$ cat src/rtl/hilo_seq.sv
`default_nettype none
// ============================================================================
//  Module      : hilo_seq
//  Description : HI/LO register sequencer. Owns the HI/LO pair and steps the
//                shared 32-bit ALU through MULT/MULTU (two result reads), and
//                DIV/DIVU (divider start, wait, quotient read, remainder read).
//                MTHI/MTLO write HI/LO directly. busy stalls the pipeline
//                while a multi-cycle operation is in flight.
//  Revision    : 1.0 - initial release
// ----------------------------------------------------------------------------
//  Ports
//    clk       in   1   clock, all state updates on the rising edge
//    rst_n     in   1   synchronous reset, active-low
//    op_valid  in   1   request valid
//    op        in   3   0 MULT, 1 MULTU, 2 DIV, 3 DIVU, 4 MTHI, 5 MTLO,
//                       6/7 reserved (no-op)
//    op_a      in  32   rs operand
//    op_b      in  32   rt operand
//    op_ready  out  1   high only when idle
//    busy      out  1   inverse of op_ready
//    done      out  1   one-cycle completion pulse
//    err       out  1   one-cycle pulse on divide-by-zero or divider timeout
//    hi, lo    out 32   HI / LO registers
//    alu_a     out 32   latched op_a
//    alu_b     out 32   latched op_b
//    alu_ctrl  out  4   ALU operation select
//    alu_out   in  32   ALU result
//    div_rst   out  1   divider start/reset, active-high
//    div_done  in   1   divider finished
// ============================================================================
module hilo_seq #(
    parameter int DIV_TIMEOUT = 64
) (
    input  logic        clk,
    input  logic        rst_n,
    input  logic        op_valid,
    input  logic [2:0]  op,
    input  logic [31:0] op_a,
    input  logic [31:0] op_b,
    output logic        op_ready,
    output logic        busy,
    output logic        done,
    output logic        err,
    output logic [31:0] hi,
    output logic [31:0] lo,
    output logic [31:0] alu_a,
    output logic [31:0] alu_b,
    output logic [3:0]  alu_ctrl,
    input  logic [31:0] alu_out,
    output logic        div_rst,
    input  logic        div_done
);

    // Counter is wide enough to hold DIV_TIMEOUT itself.
    localparam int          c_CNT_W   = $clog2(DIV_TIMEOUT + 1);
    localparam logic [c_CNT_W-1:0] c_TIMEOUT = c_CNT_W'(DIV_TIMEOUT);

    localparam logic [2:0] c_OP_MULT  = 3'd0;
    localparam logic [2:0] c_OP_MULTU = 3'd1;
    localparam logic [2:0] c_OP_DIV   = 3'd2;
    localparam logic [2:0] c_OP_DIVU  = 3'd3;
    localparam logic [2:0] c_OP_MTHI  = 3'd4;
    localparam logic [2:0] c_OP_MTLO  = 3'd5;

    typedef enum logic [2:0] {
        S_IDLE      = 3'd0,
        S_MUL_HI    = 3'd1,
        S_MUL_LO    = 3'd2,
        S_DIV_START = 3'd3,
        S_DIV_WAIT  = 3'd4,
        S_DIV_Q     = 3'd5,
        S_DIV_R     = 3'd6
    } state_t;

    state_t              r_state;
    logic [31:0]         r_hi;
    logic [31:0]         r_lo;
    logic [31:0]         r_a;
    logic [31:0]         r_b;
    logic                r_uns;       // unsigned variant (MULTU/DIVU)
    logic [c_CNT_W-1:0]  r_cnt;
    logic                r_done;
    logic                r_err;
    logic                r_post_rst;  // first cycle after a reset edge

    state_t              w_state_nxt;
    logic [31:0]         w_hi_nxt;
    logic [31:0]         w_lo_nxt;
    logic [31:0]         w_a_nxt;
    logic [31:0]         w_b_nxt;
    logic                w_uns_nxt;
    logic [c_CNT_W-1:0]  w_cnt_nxt;
    logic [c_CNT_W-1:0]  w_cnt_inc;
    logic                w_done_nxt;
    logic                w_err_nxt;
    logic                w_ready;
    logic                w_div_rst;
    logic [3:0]          w_alu_ctrl;

    // ------------------------------------------------------------------
    // State register
    // ------------------------------------------------------------------
    always_ff @(posedge clk) begin
        if (!rst_n) begin
            r_state    <= S_IDLE;
            r_hi       <= 32'd0;
            r_lo       <= 32'd0;
            r_a        <= 32'd0;
            r_b        <= 32'd0;
            r_uns      <= 1'b0;
            r_cnt      <= '0;
            r_done     <= 1'b0;
            r_err      <= 1'b0;
            r_post_rst <= 1'b1;
        end else begin
            r_state    <= w_state_nxt;
            r_hi       <= w_hi_nxt;
            r_lo       <= w_lo_nxt;
            r_a        <= w_a_nxt;
            r_b        <= w_b_nxt;
            r_uns      <= w_uns_nxt;
            r_cnt      <= w_cnt_nxt;
            r_done     <= w_done_nxt;
            r_err      <= w_err_nxt;
            r_post_rst <= 1'b0;
        end
    end

    assign w_cnt_inc = r_cnt + 1'b1;

    // ------------------------------------------------------------------
    // Next-state and output decode
    // ------------------------------------------------------------------
    always_comb begin
        w_state_nxt = r_state;
        w_hi_nxt    = r_hi;
        w_lo_nxt    = r_lo;
        w_a_nxt     = r_a;
        w_b_nxt     = r_b;
        w_uns_nxt   = r_uns;
        w_cnt_nxt   = r_cnt;
        w_done_nxt  = 1'b0;
        w_err_nxt   = 1'b0;
        w_ready     = 1'b0;
        w_div_rst   = r_post_rst;
        w_alu_ctrl  = 4'b0000;

        case (r_state)
            S_IDLE: begin
                w_ready = 1'b1;
                if (op_valid) begin
                    // Operands and signedness are frozen for the whole op.
                    w_a_nxt   = op_a;
                    w_b_nxt   = op_b;
                    w_uns_nxt = op[0];
                    case (op)
                        c_OP_MTHI: begin
                            w_hi_nxt   = op_a;
                            w_done_nxt = 1'b1;
                        end
                        c_OP_MTLO: begin
                            w_lo_nxt   = op_a;
                            w_done_nxt = 1'b1;
                        end
                        c_OP_MULT, c_OP_MULTU: begin
                            w_state_nxt = S_MUL_HI;
                        end
                        c_OP_DIV, c_OP_DIVU: begin
                            // Divide-by-zero is rejected without touching
                            // the ALU or the divider.
                            if (op_b == 32'd0) begin
                                w_err_nxt  = 1'b1;
                                w_done_nxt = 1'b1;
                            end else begin
                                w_state_nxt = S_DIV_START;
                            end
                        end
                        default: begin
                            // Reserved codes complete as no-ops.
                            w_done_nxt = 1'b1;
                        end
                    endcase
                end
            end

            S_MUL_HI: begin
                w_alu_ctrl  = {2'b10, r_uns, 1'b1};
                w_hi_nxt    = alu_out;
                w_state_nxt = S_MUL_LO;
            end

            S_MUL_LO: begin
                w_alu_ctrl  = {2'b10, r_uns, 1'b0};
                w_lo_nxt    = alu_out;
                w_done_nxt  = 1'b1;
                w_state_nxt = S_IDLE;
            end

            S_DIV_START: begin
                // The quotient select also tells the divider which
                // signedness to use, so it is driven from here on.
                w_alu_ctrl  = {2'b11, r_uns, 1'b0};
                w_div_rst   = 1'b1;
                w_cnt_nxt   = '0;
                w_state_nxt = S_DIV_WAIT;
            end

            S_DIV_WAIT: begin
                w_alu_ctrl = {2'b11, r_uns, 1'b0};
                // div_done wins over a timeout reached in the same cycle.
                if (div_done) begin
                    w_state_nxt = S_DIV_Q;
                end else if (w_cnt_inc == c_TIMEOUT) begin
                    w_cnt_nxt   = w_cnt_inc;
                    w_err_nxt   = 1'b1;
                    w_done_nxt  = 1'b1;
                    w_state_nxt = S_IDLE;
                end else begin
                    w_cnt_nxt = w_cnt_inc;
                end
            end

            S_DIV_Q: begin
                w_alu_ctrl  = {2'b11, r_uns, 1'b0};
                w_lo_nxt    = alu_out;
                w_state_nxt = S_DIV_R;
            end

            S_DIV_R: begin
                w_alu_ctrl  = {2'b11, r_uns, 1'b1};
                w_hi_nxt    = alu_out;
                w_done_nxt  = 1'b1;
                w_state_nxt = S_IDLE;
            end

            default: begin
                w_state_nxt = S_IDLE;
            end
        endcase
    end

    assign op_ready = w_ready;
    assign busy     = ~w_ready;
    assign done     = r_done;
    assign err      = r_err;
    assign hi       = r_hi;
    assign lo       = r_lo;
    assign alu_a    = r_a;
    assign alu_b    = r_b;
    assign alu_ctrl = w_alu_ctrl;
    assign div_rst  = w_div_rst;

endmodule
`default_nettype wire

$ cat config.mk
export PLATFORM = sky130hd
export DESIGN_NAME = hilo_seq
export DESIGN_NICKNAME = d
export VERILOG_FILES = /design/src/rtl/hilo_seq.sv
export SDC_FILE = /design/constraint.sdc
export NUM_CORES = 1
export LEC_CHECK = 0
export CORE_MARGIN = 10
export CORE_UTILIZATION = 47
export DETAILED_ROUTE_END_ITERATION = 6
export HOLD_SLACK_MARGIN = 0.02
export PLACE_DENSITY_LB_ADDON = 0.05
export RECOVER_POWER = 25
export SETUP_SLACK_MARGIN = 0.02
export SLEW_MARGIN = 40
export SYNTH_ARGS = -nofsm -noshare
export SYNTH_HDL_FRONTEND = slang
export SYNTH_SLANG_ARGS = --single-unit
$ cat constraint.sdc
create_clock -name clk -period 5.7 [get_ports clk]
set_input_delay 0.855 -clock clk [delete_from_list [all_inputs] [get_ports clk]]
set_output_delay 0.855 -clock clk [all_outputs]
set_load 0.005 [all_outputs]
Word-level counts from Yosys, hierarchy flattened
Cells that the tools add are included.
- latch bits: 0
- logic and storage cells: 75
- bits of input ports: 103
- bits in read-only memories: 0
- RAM bits: 0
- flip-flop bits (word level): 142
- output and inout bits: 137
- memories: 0
- divide/modulo/power cells: 0
- order comparisons: 0
- multiply operators: 0
- equal/unequal tests: 19
- bitwise logic cells: 1
- add/sub/neg operators: 1
- mux-type cells: 27
- shift-type cells: 0
- reduce and logical (&&, ||, !) cells: 17
- operator list (cell ; number):
    two-way mux 32 bit ; 4
    one-hot mux 32 bit (2 select lines) ; 2
    logical NOT 32 bit ; 1
    one-hot mux 4 bit (4 select lines) ; 1
    equality test 3 bit, second input constant ; 5
    one-hot mux 3 bit (5 select lines) ; 1
    one-hot mux 7 bit (2 select lines) ; 1
    equality test 3 x 2 -> 1 bit, second input constant ; 4
    two-way mux 3 bit ; 4
    OR reduction 2 bit ; 5
    two-way mux 1 bit ; 9
    adder 7 x 1 -> 7 bit, second input constant ; 1
    equality test 7 bit, second input constant ; 1
    two-way mux 7 bit ; 1
    equality test 3 x 1 -> 1 bit, second input constant ; 2
    logical NOT 3 bit ; 2
    inequality test 3 bit, second input constant ; 2
    one-hot mux 3 bit (2 select lines) ; 1
    AND reduction 3 bit ; 2
    nonzero test 2 bit ; 3
    inequality test 2 x 1 -> 1 bit, second input constant ; 2
    inequality test 2 bit, second input constant ; 2
    one-hot mux 1 bit (2 select lines) ; 2
    AND reduction 2 bit ; 2
    5 further kinds ; 5

Longest topological paths before layout
- depth after elaboration: 5
- mapped depth: 9
- mapped depth without buffers: 6

Least setup slack after synthesis
No wires, ideal clock.
- kind: input to register
- from: in div_done
- to: reg r_done (netlist: done)
- setup time: 0.088 ns
- data arrival time: 2.127 ns
- slack: 3.484 ns
- stages: 3
- data required time: 5.612 ns
- buffers on the path: 0
- path through: or4b_1 > or4_4 > a311oi_2
- word-level cells in the longest chain between the ends: 2
- RTL lines (item ; RTL line ; RTL):
    start: declaration ; 51 ; input logic div_done
    two-way mux 1 bit ; 211 ; if (div_done) begin
    one-hot mux 1 bit (3 select lines) ; 148 ; case (r_state)
    end signal: assignment ; 123 ; r_done <= w_done_nxt;
    end: declaration ; 82 ; logic r_done;
Every way passes these cells.
A chain may end at the register's enable or synchronous reset.

Final worst setup path
- from: reg r_state[2]
- to: out alu_ctrl[0]
- word-level cells in the longest chain between the ends: 3
- elaborated cells between the ends (all ways): 8
- those cells by class: eq/ne (6); mux (1); reduce/logical (1)
- RTL lines (item ; RTL line ; RTL):
    start: declaration ; 75 ; state_t r_state;
    start signal: assignment ; 116 ; r_state <= w_state_nxt;
    equality test 3 bit / equality test 3 x 2 -> 1 bit (equally long branches) ; 148 ;
    OR reduction 3 bit (no source line) ; -- ;
    one-hot mux 4 bit (4 select lines) (*) ; 148 ;
    end: declaration ; 48 ; output logic [3:0] alu_ctrl,
Mark *: on every way between the ends. The rest lies on a longest branch, timed or not.

==> results.json <==
{
  "avgSynthCellArea_um2": 8.63,
  "cts_tree": "built",
  "rows": 40,
  "synth_cells": 684,
  "setup_viol": 0,
  "num_io_pins": 240,
  "leakage_nw": 3.34,
  "synth-main-ff-cell": "dfxtp_1",
  "p_sw_uw": 876,
  "path_cells": "mux2i_4 -> buf_4 -> clkdlybuf4s50_1",
  "post_cts_buffers": 0,
  "cp.required_ps": 4850,
  "yosysWarnings": 0,
  "core_um2": 12200,
  "clk_pin_slew_ps": 60,
  "area_growth_syn_to_layout_pct": 52.2,
  "slew_headroom": 0.525,
  "clkPwrFrac": 0.354,
  "tns_ps": 0,
  "h-tree-depth": 4,
  "seqPwrFrac": 0.380,
  "synth_area_um2": 5900,
  "layoutNonFillerInstCount": 1076,
  "comb_power_share": 0.267,
  "clock_sinks": 142,
  "worst_slew_pin_slew_ps": 712,
  "wire_per_inst_um": 18.2,
  "intPower_mw": 2.29,
  "grt_overflow": 0,
  "synth_edf_count": 0,
  "grt_max_degree": 82,
  "grt_util_all_layers": 0.218,
  "slowest_delay_ps": 740,
  "async_flop_share": 0,
  "outcome": "finished clean",
  "syn_nets": 789,
  "ant_nets": 0,
  "hold_buffers": 0,
  "ys_types": 45,
  "synth-seq-area-share": 0.482,
  "root_buffer": "clkbuf_16",
  "finalHoldViolCount": 0,
  "p_per_area_nw_per_um2": 352,
  "synth_area_leader_cell": "dfxtp_1",
  "layout_setup_ws_ps": 2170,
  "mostFrequentLayoutCells": "clkdlybuf4s50_1, dfxtp_1, nand2_1",
  "die_w_um": 132,
  "start_util": 0.485,
  "final.period_utilization": 0.620,
  "grt_pass1_wl_mm": 30.7,
  "die_y_um": 132,
  "start_kind": "register",
  "drc_errors": 0,
  "insertion_delay_ps": 420,
  "placed_area_um2": 8370,
  "gp_congestion": 0.799,
  "crit_type": "reg -> out",
  "dp_hpwl_mm": 14.0,
  "skew_ps": 5.74,
  "vias_per_cell": 5.32,
  "place_ws_ps": 2130,
  "final_common_cell": "clkdlybuf4s50_1",
  "slew_viol_final": 0,
  "wl_mm": 19.5,
  "peakVddDrop_v": 0.000230,
  "cp.arrival_ps": 2680,
  "drt_iter0_markers": 355,
  "path_max_fanout": 34,
  "antenna_found_initial": 0,
  "antennaDiodeCount": 0,
  "final_util": 0.739,
  "ys_top_cells_by_area": "dfxtp_1, mux2i_1, nand2_1",
  "maxClockFrequency_ghz": 0.283,
  "io_buffers": 239,
  "ys_ff_latch": 142,
  "vias": 5721,
  "dp.cells": 1043,
  "cts_resized": 0,
  "swShare": 0.277,
  "synth_top_area_frac": 0.482,
  "nets": 1000,
  "cp_slowest_cell": "dfxtp_1",
  "min_period_ps": 3530,
  "cts_buffers": 17,
  "fill_cells": 950,
  "postLayoutCellArea_um2": 8990,
  "grt_pass1_vias": 5693,
  "rsz0062_at_grt": "false",
  "drive_gt1_frac": 0.0551,
  "worstSetupEndpointType": "output pin",
  "dieArea_um2": 17400,
  "hold_path.class": "reg -> reg",
  "cts.path.max_buffers": 2,
  "drtPass1Iterations": 5,
  "max_cap_viol_count": 0
}
-- state kept, by name, indices dropped and copies added (netlist names), 3 cells and up --
| register | cells |
|---|---|
| r_state | 3 |
| hi | 32 |
| alu_b | 32 |
| lo | 32 |
| alu_a | 32 |
| r_cnt | 7 |
-- critical path, delay by kind of cell, from the launching register on --
kind | cells | cell delay (ps)
flops | 1 | 740
mux | 1 | 330
buf+inv | 2 | 1170
-- cells by family (layout without fill, tap and decap cells) --
logic type / count (synthesis) / in the layout / synth area share
AOI/OAI and AO/OA: 155 / 155 / 0.165
xor gates and xnor gates: 3 / 3 / 0.00445
adders and majority gates: 2 / 2 / 0.00424
buffers and inverters: 59 / 283 / 0.0430
DFF: 142 / 142 / 0.482
muxes: 69 / 69 / 0.120
and+or+nand+nor: 254 / 254 / 0.182
-- through the flow --
| stage | power [mW] | hold WS, ps |
|---|---|---|
| finish | 3.16 | 449 |
| CTS | 3.22 | 454 |
| detailed placement | 2.09 | 447 |
| floorplan | 1.62 | 432 |
| global route | 3.32 | 463 |
| global placement | 2.07 | 441 |
-- cell usage after synthesis (5+ instances only) --
| cell type | count |
|---|---|
| a211oi_1 | 64 |
| a21oi_1 | 74 |
| buf_1 | 5 |
| buf_2 | 23 |
| clkbuf_1 | 25 |
| dfxtp_1 | 142 |
| mux2i_1 | 65 |
| nand2_1 | 142 |
| nor2_1 | 71 |
| nor3_1 | 10 |
| nor4_1 | 6 |
| o21ai_0 | 6 |
-- final timing paths --
kind | slack [ps] | endpoint | cells past startpoint | start
worst max register to register | 2840 | hi[14] | 6 | r_state[2]
worst min-delay path | 450 | alu_a[27] | 2 | alu_a[27]
worst min register to register | 450 | alu_a[27] | 2 | alu_a[27]
worst max-delay path | 2170 | alu_ctrl[0] | 3 | r_state[2]
-- power by group through the flow --
stage | Sequential [mW] | Combinational (mW) | Clock, mW
after floorplan | 1.22 | 0.399 | 0
after global placement | 1.22 | 0.851 | 0
after detailed placement | 1.22 | 0.871 | 0
after CTS | 1.20 | 0.877 | 1.14
after global routing | 1.22 | 0.922 | 1.18
final | 1.20 | 0.843 | 1.12
-- routing by layer --
metal  vias to the layer above  global-route usage  part of all wire
met5                         -                   0                 0
met4                         0              0.0847             0.027
met3                        36              0.0701             0.066
met2                       187               0.372              0.50
met1                      2677               0.245              0.41
li1                       2821                   -                 -
-- area by class of cell --
class,instances,area [µm²],share of cell area
clock buffers,27,533,0.0593
multi-input cells,483,2860,0.318
repair buffers,246,2440,0.272
inverters,5,23.8,0.00265
flip-flops and latches,142,2840,0.316
clock inverters,5,75.1,0.00835
well taps,168,210,0.0234
No activity file was read; power rests on OpenSTA's default activity.
